==> src/rtl/pio_in_pkg.sv <==
// pio_in_pkg: register map and bus width shared by the input PIO
package pio_in_pkg;
   localparam int DATA_W = 32;
   localparam logic [1:0] ADDR_DATA    = 2'd0;
   localparam logic [1:0] ADDR_IRQMASK = 2'd1;
   localparam logic [1:0] ADDR_EDGECAP = 2'd2;
   localparam logic [1:0] ADDR_EDGESEL = 2'd3;
endpackage

==> src/rtl/input_debounce.sv <==
// input_debounce: one-bit two-flop synchroniser followed by a stability counter
module input_debounce #(
   parameter int   DEBOUNCE_CYCLES = 500000,
   parameter logic IDLE_LEVEL      = 1'b1
) (
   input  logic clk,
   input  logic reset,
   input  logic in_raw,
   output logic db_o,
   output logic rise_o,
   output logic fall_o
);
   localparam int CW = $clog2(DEBOUNCE_CYCLES);
   localparam logic [CW-1:0] LAST = CW'(DEBOUNCE_CYCLES - 1);
   logic [1:0]    sync_q, sync_d;
   logic          db_q, db_d, chg;
   logic [CW-1:0] cnt_q, cnt_d;
   always_comb begin
      sync_d = {sync_q[0], in_raw};
      chg    = sync_q[1] != db_q && cnt_q == LAST;
      db_d   = chg ? sync_q[1] : db_q;
      cnt_d  = (sync_q[1] == db_q || chg) ? '0 : cnt_q + 1'b1;
   end
   always_ff @(posedge clk or posedge reset) begin
      if (reset) begin
         sync_q <= {2{IDLE_LEVEL}};
         db_q   <= IDLE_LEVEL;
         cnt_q  <= '0;
      end else begin
         sync_q <= sync_d;
         db_q   <= db_d;
         cnt_q  <= cnt_d;
      end
   end
   // strobes fire on the same edge the debounced level flips
   assign db_o   = db_q;
   assign rise_o = chg & sync_q[1];
   assign fall_o = chg & ~sync_q[1];
endmodule

==> src/rtl/key_switch_pio_in.sv <==
// key_switch_pio_in: Avalon-MM input PIO with debounce, edge capture and level irq
module key_switch_pio_in
   import pio_in_pkg::*;
#(
   parameter int               WIDTH           = 4,
   parameter int               DEBOUNCE_CYCLES = 500000,
   parameter logic [WIDTH-1:0] IDLE_LEVEL      = {WIDTH{1'b1}}
) (
   input  logic              clk,
   input  logic              reset,
   input  logic [WIDTH-1:0]  in_raw,
   input  logic [1:0]        avs_address,
   input  logic              avs_read,
   input  logic              avs_write,
   input  logic [31:0]       avs_writedata,
   output logic [31:0]       avs_readdata,
   output logic              irq
);
   logic [WIDTH-1:0]  data, rise, fall, wdata;
   logic [WIDTH-1:0]  mask_q, mask_d, cap_q, cap_d, sel_q, sel_d;
   logic [DATA_W-1:0] rdata_q, rdata_d;
   logic              irq_q, irq_d;
   logic              unused_wd;
   assign wdata     = avs_writedata[WIDTH-1:0];
   assign unused_wd = ^avs_writedata;
   for (genvar i = 0; i < WIDTH; i++) begin : g_bit
      input_debounce #(
         .DEBOUNCE_CYCLES(DEBOUNCE_CYCLES),
         .IDLE_LEVEL     (IDLE_LEVEL[i])
      ) u_db (
         .clk   (clk),
         .reset (reset),
         .in_raw(in_raw[i]),
         .db_o  (data[i]),
         .rise_o(rise[i]),
         .fall_o(fall[i])
      );
   end
   always_comb begin
      mask_d  = (avs_write && avs_address == ADDR_IRQMASK) ? wdata : mask_q;
      sel_d   = (avs_write && avs_address == ADDR_EDGESEL) ? wdata : sel_q;
      // set term is OR-ed last so a same-cycle capture beats the W1C
      cap_d   = (cap_q & ~((avs_write && avs_address == ADDR_EDGECAP) ? wdata : '0))
              | (rise & sel_q) | (fall & ~sel_q);
      irq_d   = |(cap_q & mask_q);
      rdata_d = !avs_read                    ? rdata_q         :
                avs_address == ADDR_DATA    ? DATA_W'(data)   :
                avs_address == ADDR_IRQMASK ? DATA_W'(mask_q) :
                avs_address == ADDR_EDGECAP ? DATA_W'(cap_q)  : DATA_W'(sel_q);
   end
   always_ff @(posedge clk or posedge reset) begin
      if (reset) begin
         mask_q  <= '0;
         cap_q   <= '0;
         sel_q   <= '0;
         rdata_q <= '0;
         irq_q   <= 1'b0;
      end else begin
         mask_q  <= mask_d;
         cap_q   <= cap_d;
         sel_q   <= sel_d;
         rdata_q <= rdata_d;
         irq_q   <= irq_d;
      end
   end
   assign avs_readdata = rdata_q;
   assign irq          = irq_q;
endmodule

==> config.mk <==
export PLATFORM = sky130hd
export DESIGN_NAME = key_switch_pio_in
export DESIGN_NICKNAME = d
export VERILOG_FILES = /design/src/rtl/pio_in_pkg.sv /design/src/rtl/input_debounce.sv /design/src/rtl/key_switch_pio_in.sv
export SDC_FILE = /design/constraint.sdc
export NUM_CORES = 1
export LEC_CHECK = 0
export BUFFER_PORTS_ARGS = -buffer_cell sky130_fd_sc_hd__buf_2
export CELL_PAD_IN_SITES_DETAIL_PLACEMENT = 0
export CELL_PAD_IN_SITES_GLOBAL_PLACEMENT = 1
export CORE_ASPECT_RATIO = 1.25
export CORE_UTILIZATION = 48
export CTS_CLUSTER_SIZE = 8
export DETAILED_ROUTE_END_ITERATION = 8
export PLACE_DENSITY_LB_ADDON = 0.1
export SLEW_MARGIN = 20
export SYNTH_ARGS = -nofsm -noshare
export SYNTH_HDL_FRONTEND = slang
export SYNTH_SLANG_ARGS = --single-unit
==> constraint.sdc <==
create_clock -name clk -period 4.5 [get_ports clk]
set_input_delay 0.45 -clock clk [delete_from_list [all_inputs] [get_ports clk]]
set_output_delay 0.45 -clock clk [all_outputs]
set_load 0.01 [all_outputs]
==> flow_metrics.env <==
export IMPL_status="complete, no violations"
export IMPL_hold_path_class="input pin to register"
export IMPL_vdd_drop_max_mv=0.169
export IMPL_grt_ovfl_total=0
export IMPL_crit_buf_inv=0
export IMPL_synth_warnings=0
export IMPL_fin_cells=670
export IMPL_finalSetupViolCount=0
export IMPL_start_kind="register"
export IMPL_async_reset_ff_frac=1.00
export IMPL_fin_crit_sh=0.469
export IMPL_cts_tree="built"
export IMPL_netlist_area_um2=5290
export IMPL_ctsResizeCount=0
export IMPL_final_cell_mix="dfrtp_1, nor2_1, xnor2_1"
export IMPL_finalMaxSlewViolations=0
export IMPL_numClockSinks=105
export IMPL_setup_tns_final_ns=0
export IMPL_path_depth=4
export IMPL_grt_pass1_wl_um=16200
export IMPL_power_density_nw_per_um2=334
export IMPL_portBuffers=18
export IMPL_vias=3595
export IMPL_globalplace_congestion=0.782
export IMPL_critPathCapture="g_bit[1].u_db.cnt_q[3]"
export IMPL_clk_latency_ns=0.35
export IMPL_fp_row_count=42
export IMPL_r2r_end="g_bit[1].u_db.cnt_q[3]"
export IMPL_core_area_um2=10700
export IMPL_min_from="in_raw[2]"
export IMPL_grt_pass1_vias=3500
export IMPL_wl_per_cell_um=14.1
export IMPL_utilization=0.533
export IMPL_dieHeight_um=119
export IMPL_drt_iter0_markers=168
export IMPL_final_nets=579
export IMPL_ant_nets=0
export IMPL_crit_family="compound AO/OA/AOI/OAI gates"
export IMPL_hold_violations=0
export IMPL_cts_buffers=9
export IMPL_slew_headroom=0.381
export IMPL_placed_cells=654
export IMPL_synth_edf_count=0
export IMPL_viasPerCell=5.37
export IMPL_dpl_hpwl_um=6500
export IMPL_crit_path_end_kind="register"
export IMPL_rrSetupSlack_ns=2.39
export IMPL_path_cells="ha_1 > nand4_2 > o41ai_4 > nor2_1"
export IMPL_clockBufferDepth=2
export IMPL_layout_commonest_cell="dfrtp_1"
export IMPL_path_max_fanout=17
export IMPL_syn_inst=514
export IMPL_htree_num_levels=3
export IMPL_design_die_area_um2=11400
export IMPL_antenna_found_initial=0
export IMPL_startpoint="g_bit[1].u_db.cnt_q[0]"
export IMPL_whs_ns=0.201
export IMPL_ff2ff_path_depth=4
export IMPL_worstSetupPathType="register to register"
export IMPL_postSynthAreaPerCell_um2=10.3
export IMPL_synth_flop_cell="dfrtp_1"
export IMPL_period_minus_slack_ns=2.11
export IMPL_io_pins=75
export IMPL_start_util=0.496
export IMPL_leakage_nw=2.33
export IMPL_finalPower_mw=1.90
export IMPL_drtPass1Iterations=4
export IMPL_worstPathRequired_ns=4.69
export IMPL_drive_gt1_frac=0.130
export IMPL_cts_clk_slew_worst_paths_ns=0.07
export IMPL_ys_seq_elements=105
export IMPL_maxCapViolations=0
export IMPL_fmax_mhz=474
export IMPL_drc=0
export IMPL_max_slew_worst_pin_slew_ns=0.926
export IMPL_postPlaceCellArea_um2=5400
export IMPL_grt_use_total=0.184
export IMPL_area_growth_pct=7.45
export IMPL_grt_max_degree=72
export IMPL_max_stage_delay_ns=0.89
export IMPL_cts_root_buffer="clkbuf_16"
export IMPL_routed_wl_um=9450
export IMPL_timing_rr_start="g_bit[1].u_db.cnt_q[0]"
export IMPL_synth_distinct_cells=52
export IMPL_fin_ws_ns=2.39
export IMPL_arrival_ns=2.30
export IMPL_post_cts_setup_buffers=0
export IMPL_skew_ns=0.00960
export IMPL_stdcell_area_um2=5680
export IMPL_rsz0062_at_grt="no"
export IMPL_die_width_um=95.9
export IMPL_crit_slowest_cell="o41ai_4"
export IMPL_pre_cts_ws_ns=2.36
export IMPL_diodes=0
export IMPL_synth_seq_area_share=0.500
export IMPL_hold_buffers=0
[worst min-delay path by stage]
stage                                    endpoint  slack [ns]  cells past startpoint
after CTS                 g_bit[2].u_db.sync_q[0]        0.19                      1
after detailed placement  g_bit[3].u_db.sync_q[1]        0.35                      0
after floorplan           g_bit[0].u_db.sync_q[1]        0.35                      0
after global routing      g_bit[2].u_db.sync_q[0]        0.19                      1
after global placement    g_bit[2].u_db.sync_q[1]        0.35                      0
final                     g_bit[2].u_db.sync_q[0]        0.20                      1
[worst reg2reg max path, delay by kind of cell, from the launching register on]
family | cells | cell delay, ns
AO/OA/AOI/OAI | 1 | 0.89
adder cells (fa/ha/maj) | 1 | 0.27
flip-flops | 1 | 0.41
AND/OR/NAND/NOR | 2 | 0.39
[cells in the mapped netlist (5+ instances only)]
library cell	instances	area, um^2
a21oi_1	13	65.1
and3_1	7	43.8
buf_4	30	225
dfrtp_1	93	2330
dfstp_2	12	315
inv_1	16	60.1
mux2_2	6	67.6
nand2_1	30	113
nand3_1	29	145
nand4_1	23	144
nor2_1	74	278
nor3_1	13	65.1
nor4_1	17	106
o21ai_0	11	55.1
o21ai_1	5	25.0
or2_1	5	31.3
xnor2_1	42	368
xor2_1	19	166
[metal layers]
metal	vias to the layer above	wire length, um	global-route usage
li1	1785	-	-
met1	1741	4430	0.231
met2	54	4600	0.305
met3	15	234	0.0319
met4	0	180	0.0868
met5	-	0	0
[logic make-up (layout without fill, tap and decap cells)]
| group | count (synthesis) | count (layout) | synth area share |
|---|---|---|---|
| AOI/OAI and AO/OA | 43 | 43 | 0.0525 |
| xor gates and xnor gates | 61 | 61 | 0.101 |
| adders and majority gates | 4 | 4 | 0.00946 |
| buffers and inverters | 54 | 51 | 0.0620 |
| DFF | 105 | 105 | 0.500 |
| muxes | 16 | 16 | 0.0428 |
| other | 1 | 28 | 0.000709 |
| and+or+nand+nor | 230 | 230 | 0.232 |
[registers in the layout, summed over array words and instances (netlist names)]
| name | count |
|---|---|
| g_bit.u_db.cnt_q | 76 |
| mask_q | 4 |
| g_bit.u_db.db_o | 4 |
| irq | 1 |
| cap_q | 4 |
| sel_q | 4 |
| g_bit.u_db.sync_q | 8 |
| avs_readdata | 4 |
[cell type report]
type                       instances  area (um^2)
clock buffer                      15          258
clock inverter                     1         30.0
fill                             980         4980
inverter                          16         62.6
multi-input combinational        382         2430
sequential                       105         2640
tap                              132          165
timing repair buffer              19         97.6
[where the power goes]
part | internal [mW] | total [mW] | switching (mW)
combinational | 0.0423 | 0.114 | 0.0722
sequential | 0.980 | 1.01 | 0.0271
clock | 0.448 | 0.778 | 0.329
total | 1.47 | 1.90 | 0.429
Note: power is estimated with default switching activity, not from simulation.
